`config.mk`:
```
export PLATFORM = sky130hd
export DESIGN_NAME = load_store_unit
export DESIGN_NICKNAME = d
export VERILOG_FILES = /design/src/rtl/load_store_unit.sv
export SDC_FILE = /design/constraint.sdc
export NUM_CORES = 1
export LEC_CHECK = 0
export ABC_AREA = 1
export CELL_PAD_IN_SITES_DETAIL_PLACEMENT = 0
export CELL_PAD_IN_SITES_GLOBAL_PLACEMENT = 1
export CORE_UTILIZATION = 32
export DETAILED_ROUTE_END_ITERATION = 10
export GPL_ROUTABILITY_DRIVEN = 0
export HOLD_SLACK_MARGIN = 0.06
export PLACE_DENSITY = 0.94
export SLEW_MARGIN = 10
export SYNTH_ARGS = -nofsm -noshare
export SYNTH_HDL_FRONTEND = slang
export SYNTH_SLANG_ARGS = --single-unit
```
`constraint.sdc`:
```
create_clock -name clk -period 5.5 [get_ports clk]
set_clock_uncertainty 0.05 [all_clocks]
set_input_delay 0.825 -clock clk [delete_from_list [all_inputs] [get_ports clk]]
set_output_delay 0.825 -clock clk [all_outputs]
set_load 0.01 [all_outputs]
```
`src/rtl/load_store_unit.sv`:
```
// Memory-stage load/store unit: aligns store lanes, runs one req/ack RAM transaction, extends loads.
// Optional REQ watchdog abort is built when LSU_TIMEOUT_EN is defined.
module load_store_unit #(
    parameter int TIMEOUT_CYCLES = 255
) (
    input  logic        clk,
    input  logic        reset,
    input  logic        is_load,
    input  logic        is_store,
    input  logic [2:0]  load_type,
    input  logic [2:0]  store_type,
    input  logic [31:0] addr,
    input  logic [31:0] store_data,
    input  logic        pipe_stall,
    output logic        mem_req,
    output logic        mem_we,
    output logic [31:0] mem_addr,
    output logic [31:0] mem_wdata,
    output logic [3:0]  mem_wstrb,
    input  logic        mem_ack,
    input  logic [31:0] mem_rdata,
    output logic [31:0] load_data,
    output logic        lsu_busy,
    output logic        lsu_done,
    output logic        fault,
    output logic [1:0]  fault_cause
);
    typedef enum logic [1:0] {S_IDLE, S_REQ, S_DONE} state_t;

    state_t      r_state;
    logic [1:0]  r_off;
    logic [2:0]  r_type;
    logic        r_is_load;

    logic        w_op;
    logic        w_legal;
    logic        w_misal;
    logic        w_start;
    logic [2:0]  w_type;
    logic [31:0] w_wdata;
    logic [3:0]  w_wstrb;
    logic [31:0] w_lane;
    logic [31:0] w_ext;
    logic        w_timeout;

`ifdef LSU_TIMEOUT_EN
    localparam int CNT_W = ($clog2(TIMEOUT_CYCLES + 1) > 8) ? $clog2(TIMEOUT_CYCLES + 1) : 8;
    logic [CNT_W-1:0] r_tmo_cnt;
    assign w_timeout = (r_tmo_cnt == CNT_W'(TIMEOUT_CYCLES - 1));
`else
    // Without the watchdog REQ waits forever; the parameter has no effect.
    assign w_timeout = 1'b0 & (TIMEOUT_CYCLES != 0);
`endif

    always_comb begin
        w_op    = is_load | is_store;
        w_type  = is_load ? load_type : store_type;
        w_legal = 1'b0;
        if (is_load && is_store)
            w_legal = 1'b0;
        else if (is_load)
            w_legal = load_type inside {3'b000, 3'b001, 3'b010, 3'b100, 3'b101};
        else if (is_store)
            w_legal = store_type inside {3'b000, 3'b001, 3'b010};
        // Size lives in funct3[1:0] for every legal load and store type.
        w_misal = ((w_type[1:0] == 2'b01) && addr[0]) ||
                  ((w_type[1:0] == 2'b10) && (addr[1:0] != 2'b00));
        w_start = (r_state == S_IDLE) && w_op && w_legal && !w_misal;

        case (store_type[1:0])
            2'b00: begin
                w_wdata = {4{store_data[7:0]}};
                w_wstrb = 4'b0001 << addr[1:0];
            end
            2'b01: begin
                w_wdata = {2{store_data[15:0]}};
                w_wstrb = addr[1] ? 4'b1100 : 4'b0011;
            end
            default: begin
                w_wdata = store_data;
                w_wstrb = 4'b1111;
            end
        endcase

        w_lane = mem_rdata >> {r_off, 3'b000};
        case (r_type)
            3'b000:  w_ext = {{24{w_lane[7]}}, w_lane[7:0]};
            3'b001:  w_ext = {{16{w_lane[15]}}, w_lane[15:0]};
            3'b100:  w_ext = {24'd0, w_lane[7:0]};
            3'b101:  w_ext = {16'd0, w_lane[15:0]};
            default: w_ext = w_lane;
        endcase
    end

    assign lsu_busy = (r_state == S_REQ) || w_start;
    assign lsu_done = (r_state == S_DONE);

    always_ff @(posedge clk) begin
        if (reset) begin
            r_state     <= S_IDLE;
            mem_req     <= 1'b0;
            mem_we      <= 1'b0;
            mem_addr    <= 32'd0;
            mem_wdata   <= 32'd0;
            mem_wstrb   <= 4'd0;
            load_data   <= 32'd0;
            fault       <= 1'b0;
            fault_cause <= 2'b00;
            r_is_load   <= 1'b0;
`ifdef LSU_TIMEOUT_EN
            r_tmo_cnt   <= '0;
`endif
        end else begin
            fault <= 1'b0;
            case (r_state)
                S_IDLE: begin
                    if (w_op && !w_legal) begin
                        fault       <= 1'b1;
                        fault_cause <= 2'b10;
                    end else if (w_op && w_misal) begin
                        fault       <= 1'b1;
                        fault_cause <= 2'b01;
                    end else if (w_start) begin
                        mem_req   <= 1'b1;
                        mem_we    <= is_store;
                        mem_addr  <= {addr[31:2], 2'b00};
                        mem_wdata <= is_store ? w_wdata : 32'd0;
                        mem_wstrb <= is_store ? w_wstrb : 4'd0;
                        r_off     <= addr[1:0];
                        r_type    <= load_type;
                        r_is_load <= is_load;
`ifdef LSU_TIMEOUT_EN
                        r_tmo_cnt <= '0;
`endif
                        r_state   <= S_REQ;
                    end
                end
                S_REQ: begin
                    if (mem_ack) begin
                        mem_req <= 1'b0;
                        if (r_is_load)
                            load_data <= w_ext;
                        r_state <= S_DONE;
                    end else if (w_timeout) begin
                        mem_req     <= 1'b0;
                        fault       <= 1'b1;
                        fault_cause <= 2'b11;
                        r_state     <= S_DONE;
                    end else begin
`ifdef LSU_TIMEOUT_EN
                        r_tmo_cnt <= r_tmo_cnt + 1'b1;
`endif
                    end
                end
                S_DONE: begin
                    if (!pipe_stall)
                        r_state <= S_IDLE;
                end
                default: r_state <= S_IDLE;
            endcase
        end
    end
endmodule
```
## Word level (Yosys, flattened, before mapping)

Index checks and enable logic that the tools add are counted.

- Memories: 0
- Output and inout port bits: 107
- ROM bits: 0
- Word-level logic and storage cells: 92
- Input port bits: 108
- Latch bits: 0
- Flip-flop bits (word level): 111
- RAM bits: 0

- Eq/ne operators: 19
- Reduce and logical (&&, ||, !) cells: 29
- Multiplexer cells: 25
- Shifts and indexed selects: 2
- Add/subtract/negate cells: 0
- Multipliers: 0
- $lt $le $gt $ge: 0
- Div/mod/pow operators: 0
- Bitwise gates (word level): 5

Operators by type and width:

| cell | number |
|---|---|
| 32-bit one-hot mux with 4 select lines | 1 |
| 32-bit one-hot mux with 2 select lines | 1 |
| 32-bit 2-to-1 mux | 1 |
| 32-bit by 5-bit right shift with 32-bit output | 1 |
| 2-bit 2-to-1 mux | 8 |
| 5-bit AND reduction | 3 |
| 3-bit == test (second input constant) | 4 |
| 2-bit inequality test (second input constant) | 5 |
| 3-bit by 1-bit == test with 1-bit output (second input constant) | 3 |
| 3-bit logical NOT | 3 |
| 1-bit 2-to-1 mux | 9 |
| 1-bit logical AND | 8 |
| 4-bit 2-to-1 mux | 2 |
| 4-bit one-hot mux with 2 select lines | 1 |
| 2-bit by 1-bit == test with 1-bit output (second input constant) | 3 |
| 3-bit by 2-bit == test with 1-bit output (second input constant) | 2 |
| 2-bit one-hot mux with 3 select lines | 1 |
| 2-bit nonzero test | 3 |
| 5-bit nonzero test | 1 |
| 2-bit == test (second input constant) | 2 |
| 2-bit logical NOT | 2 |
| 1-bit inverter | 4 |
| 4-bit AND reduction | 1 |
| 1-bit by 2-bit left shift with 4-bit output (first input constant) | 1 |
| 8 further kinds | 10 |

## Logic depth before layout (Yosys ltp)

- Word-level depth: 11
- Gate-level depth with buffers: 12
- Gate-level depth less buffers: 9

## Worst setup path after synthesis

OpenSTA, ideal clock, no wires.

- Path kind: input -> output
- Start: in store_type[1]
- End: out lsu_busy
- Arrival: 1.827 ns
- Cell stages on the path: 11
- Path slack: 2.798 ns
- Buffers on the path: 3
- Data required time: 4.625 ns
- Cells stage by stage: buf_2 inv_2 nor2_1 nor2_1 nand3_1 nand2_2 inv_1 nand2_4 buf_6 buf_6 nand2_1

- Cells in the longest elaborated chain, start to end: 8
- Elaborated cells between the ends (all ways): 17
- Those cells by class: eq/ne (4); mux (4); reduce/logical (9)

Ends and longest elaborated chain:

| element | line | text |
|---|---|---|
| start: declaration | 11 | `input logic [2:0] store_type,` |
| 3-bit by 1-bit == test with 1-bit output, or another cell as far along | 64 | `w_legal = store_type inside {3'b000, 3'b001, 3'b010};` |
| 3-bit nonzero test | 64 |  |
| 1-bit 2-to-1 mux | 63 | `else if (is_store)` |
| 1-bit 2-to-1 mux | 61 | `else if (is_load)` |
| 1-bit 2-to-1 mux | 59 | `if (is_load && is_store)` |
| 1-bit logical AND | 68 | `w_start = (r_state == S_IDLE) && w_op && w_legal && !w_misal;` |
| 1-bit logical AND (*) | 68 |  |
| 1-bit logical OR (*) | 95 | `assign lsu_busy = (r_state == S_REQ) \|\| w_start;` |
| end: declaration | 23 | `output logic lsu_busy,` |

Mark *: on every way between the ends. The rest lies on a longest branch, timed or not.

## Worst setup path after layout

Ends and elaborated chain as after synthesis.

==> results.cfg <==
[clock_network]
cts_tree = done
cts_setup_buffers = 0
clock-sinks = 111
h-tree-depth = 3
ctsResizeCount = 0
clockRootBuffer = clkbuf_16
cts_buffers = 9
clk_path_buf_depth = 2
clk_pin_slew_ns = 0.08
insertion_delay_ns = 0.36
ctsHoldBuffers = 0

[routing]
drtIter0Drc = 334
viasPerCell = 4.65
drt_first_pass_iters = 5
post_drt_wl_per_cell_um = 14.2
wl_um = 16700
drc = 0
vias = 5474
ant_nets = 0

[layout]
nets = 1065
fin_util = 0.482
area_delta_synth_final_pct = 44.8
fill_cells = 1643
drive_gt1_frac = 0.0624
layout_common_cells = clkdlybuf4s50_1, nand2_1, nor2_1
finalInstanceArea_sq_mm = 0.00777
num_antenna_cells = 0
finish.cell_count_without_fillers = 1178
layout_commonest_cell = clkdlybuf4s50_1

[setup_path]
cp-start-kind = input pin
r2r-start = r_off[1]$_DFFE_PP_
crit_path_end_kind = output pin
crit_required_ns = 4.62
arrival_ns = 2.86
r2r-end = load_data[16]$_SDFFE_PP0P_
rrSetupSlack_ns = 3.04
crit_type = in -> out
reg2regPathDepth = 5
critPathMaxFanout = 32

[grt]
grt_remaining_overflow = 0
grt.met2_usage = 0.315
grt_max_degree = 69
grt_pass1_vias = 5120
met1_usage = 0.237
top_usage_layer = met2
met3_usage = 0.0660
antenna_found_initial = 0
grt.total_usage = 0.191
grt_pass1_wl_um = 26600

[placement]
post-dp-hpwl_um = 11900
place_ws_ns = 1.76
place_inst = 1162
io_buffer_count = 212
dpl-instance-area_sq_mm = 0.00747

[hold_path]
min_path_cells = 2
worst_hold_path_type = reg -> reg
min_from = fault_cause[0]$_SDFFE_PP0P_
whs_endpoint = fault_cause[0]$_SDFFE_PP0P_

[sta]
finalSetupTns_ns = 0
clock.fmax_mhz = 268
setup_ws_ns = 1.77
rsz0062_at_grt = false
slew_headroom = 0.326
finalCritPeriodShare = 0.679
hold_ws_ns = 0.397
fin_crit_ns = 3.73
final-hold-violation-count = 0
drv_slew = 0
worst-slew-pin-transition_ns = 1.01
setup_violations = 0

[yosys]
syn_area_sq_mm = 0.00537
syn_inst = 779
netlist-cell-type-count = 31
ys_ff_latch = 111
yosysSeqAreaShare = 0.423
avgSynthCellArea_sq_um = 6.89
yosysWarnings = 0

[floorplan]
core_area_sq_mm = 0.0161
row_count = 46
start_util = 0.333
die_area_sq_mm = 0.0173
die_w_um = 132
ios = 215
die_h_um = 132

[power]
ir_drop_mv = 0.154
power_density_mw_per_mm2 = 246
finalPower_mw = 1.91
p_leak_nw = 3.29

[flow_run]
drv_cap = 0

[outcome]
status = complete, no violations
[cell usage after synthesis (all sizes together)]
library cell | n | area share
nor3 | 3 | 0.0028
o21ai | 83 | 0.077
o211ai | 25 | 0.035
clkbuf | 23 | 0.022
a211oi | 5 | 0.0070
inv | 73 | 0.051
clkinv | 1 | 0.00070
o21a | 2 | 0.0028
nor2 | 154 | 0.11
nand2 | 174 | 0.12
dfxtp | 106 | 0.40
buf | 30 | 0.041
a21oi | 64 | 0.062
a22oi | 1 | 0.0014
or2 | 13 | 0.015
o31ai | 7 | 0.0098
conb | 1 | 0.00070
nand3 | 9 | 0.0093
edfxtp | 5 | 0.028
[cell type report]
class,count,area [sq um],area share
Timing Repair Buffer,219,2170,0.279
Clock inverter,7,76.3,0.00982
Tap cell,216,270,0.0348
Clock buffer,9,225,0.0290
Multi-Input combinational cell,542,2480,0.319
Sequential cell,111,2270,0.292
Inverter,74,278,0.0357
[critical path, cell delays in order]
cell,delay (ns)
clkdlybuf4s50_1,0.54
inv_2,0.43
nor2_1,0.07
nor2_1,0.10
nand3_1,0.08
nand2_2,0.11
inv_1,0.07
nand2_4,0.07
nand2_1,0.05
clkdlybuf4s50_1,0.49
[state kept, by name, summed over array words and instances, names as in the netlist]
| name | cells |
|---|---|
| fault | 1 |
| load_data | 32 |
| r_state | 2 |
| mem_wstrb | 4 |
| fault_cause | 2 |
| mem_wdata | 32 |
| r_is_load | 1 |
| mem_addr | 30 |
| r_off | 2 |
| mem_req | 1 |
| mem_we | 1 |
| r_type | 3 |
[metal layers]
metal	share of wire	up-vias
li1	-	2829
met3	0.090	11
met5	0	-
met1	0.45	2419
met4	0.0099	0
met2	0.45	215
[cell families after synthesis]
logic type,Yosys count,share of synthesized area
simple gates,353,0.265
flops,111,0.423
other cells,1,0.000699
buf+inv,127,0.115
compound gates,187,0.196
[where the power goes]
group          switching, mW  leakage (nW)  total (mW)  internal, mW
registers             0.0217         0.907       0.872         0.850
clock network          0.346         0.150       0.674         0.328
logic                  0.184          2.23       0.368         0.184
total                  0.552          3.29        1.91          1.36
[worst max-delay path by stage]
stage                        from       end  slack [ns]  cells after the start
global route        store_type[1]  lsu_busy        1.57                     10
floorplan           store_type[1]  lsu_busy        2.80                     11
global placement    store_type[1]  lsu_busy        1.78                     10
CTS                 store_type[1]  lsu_busy        1.76                     10
detailed placement  store_type[1]  lsu_busy        1.76                     10
finish              store_type[1]  lsu_busy        1.77                     10
(Power assumes the default switching activity.)
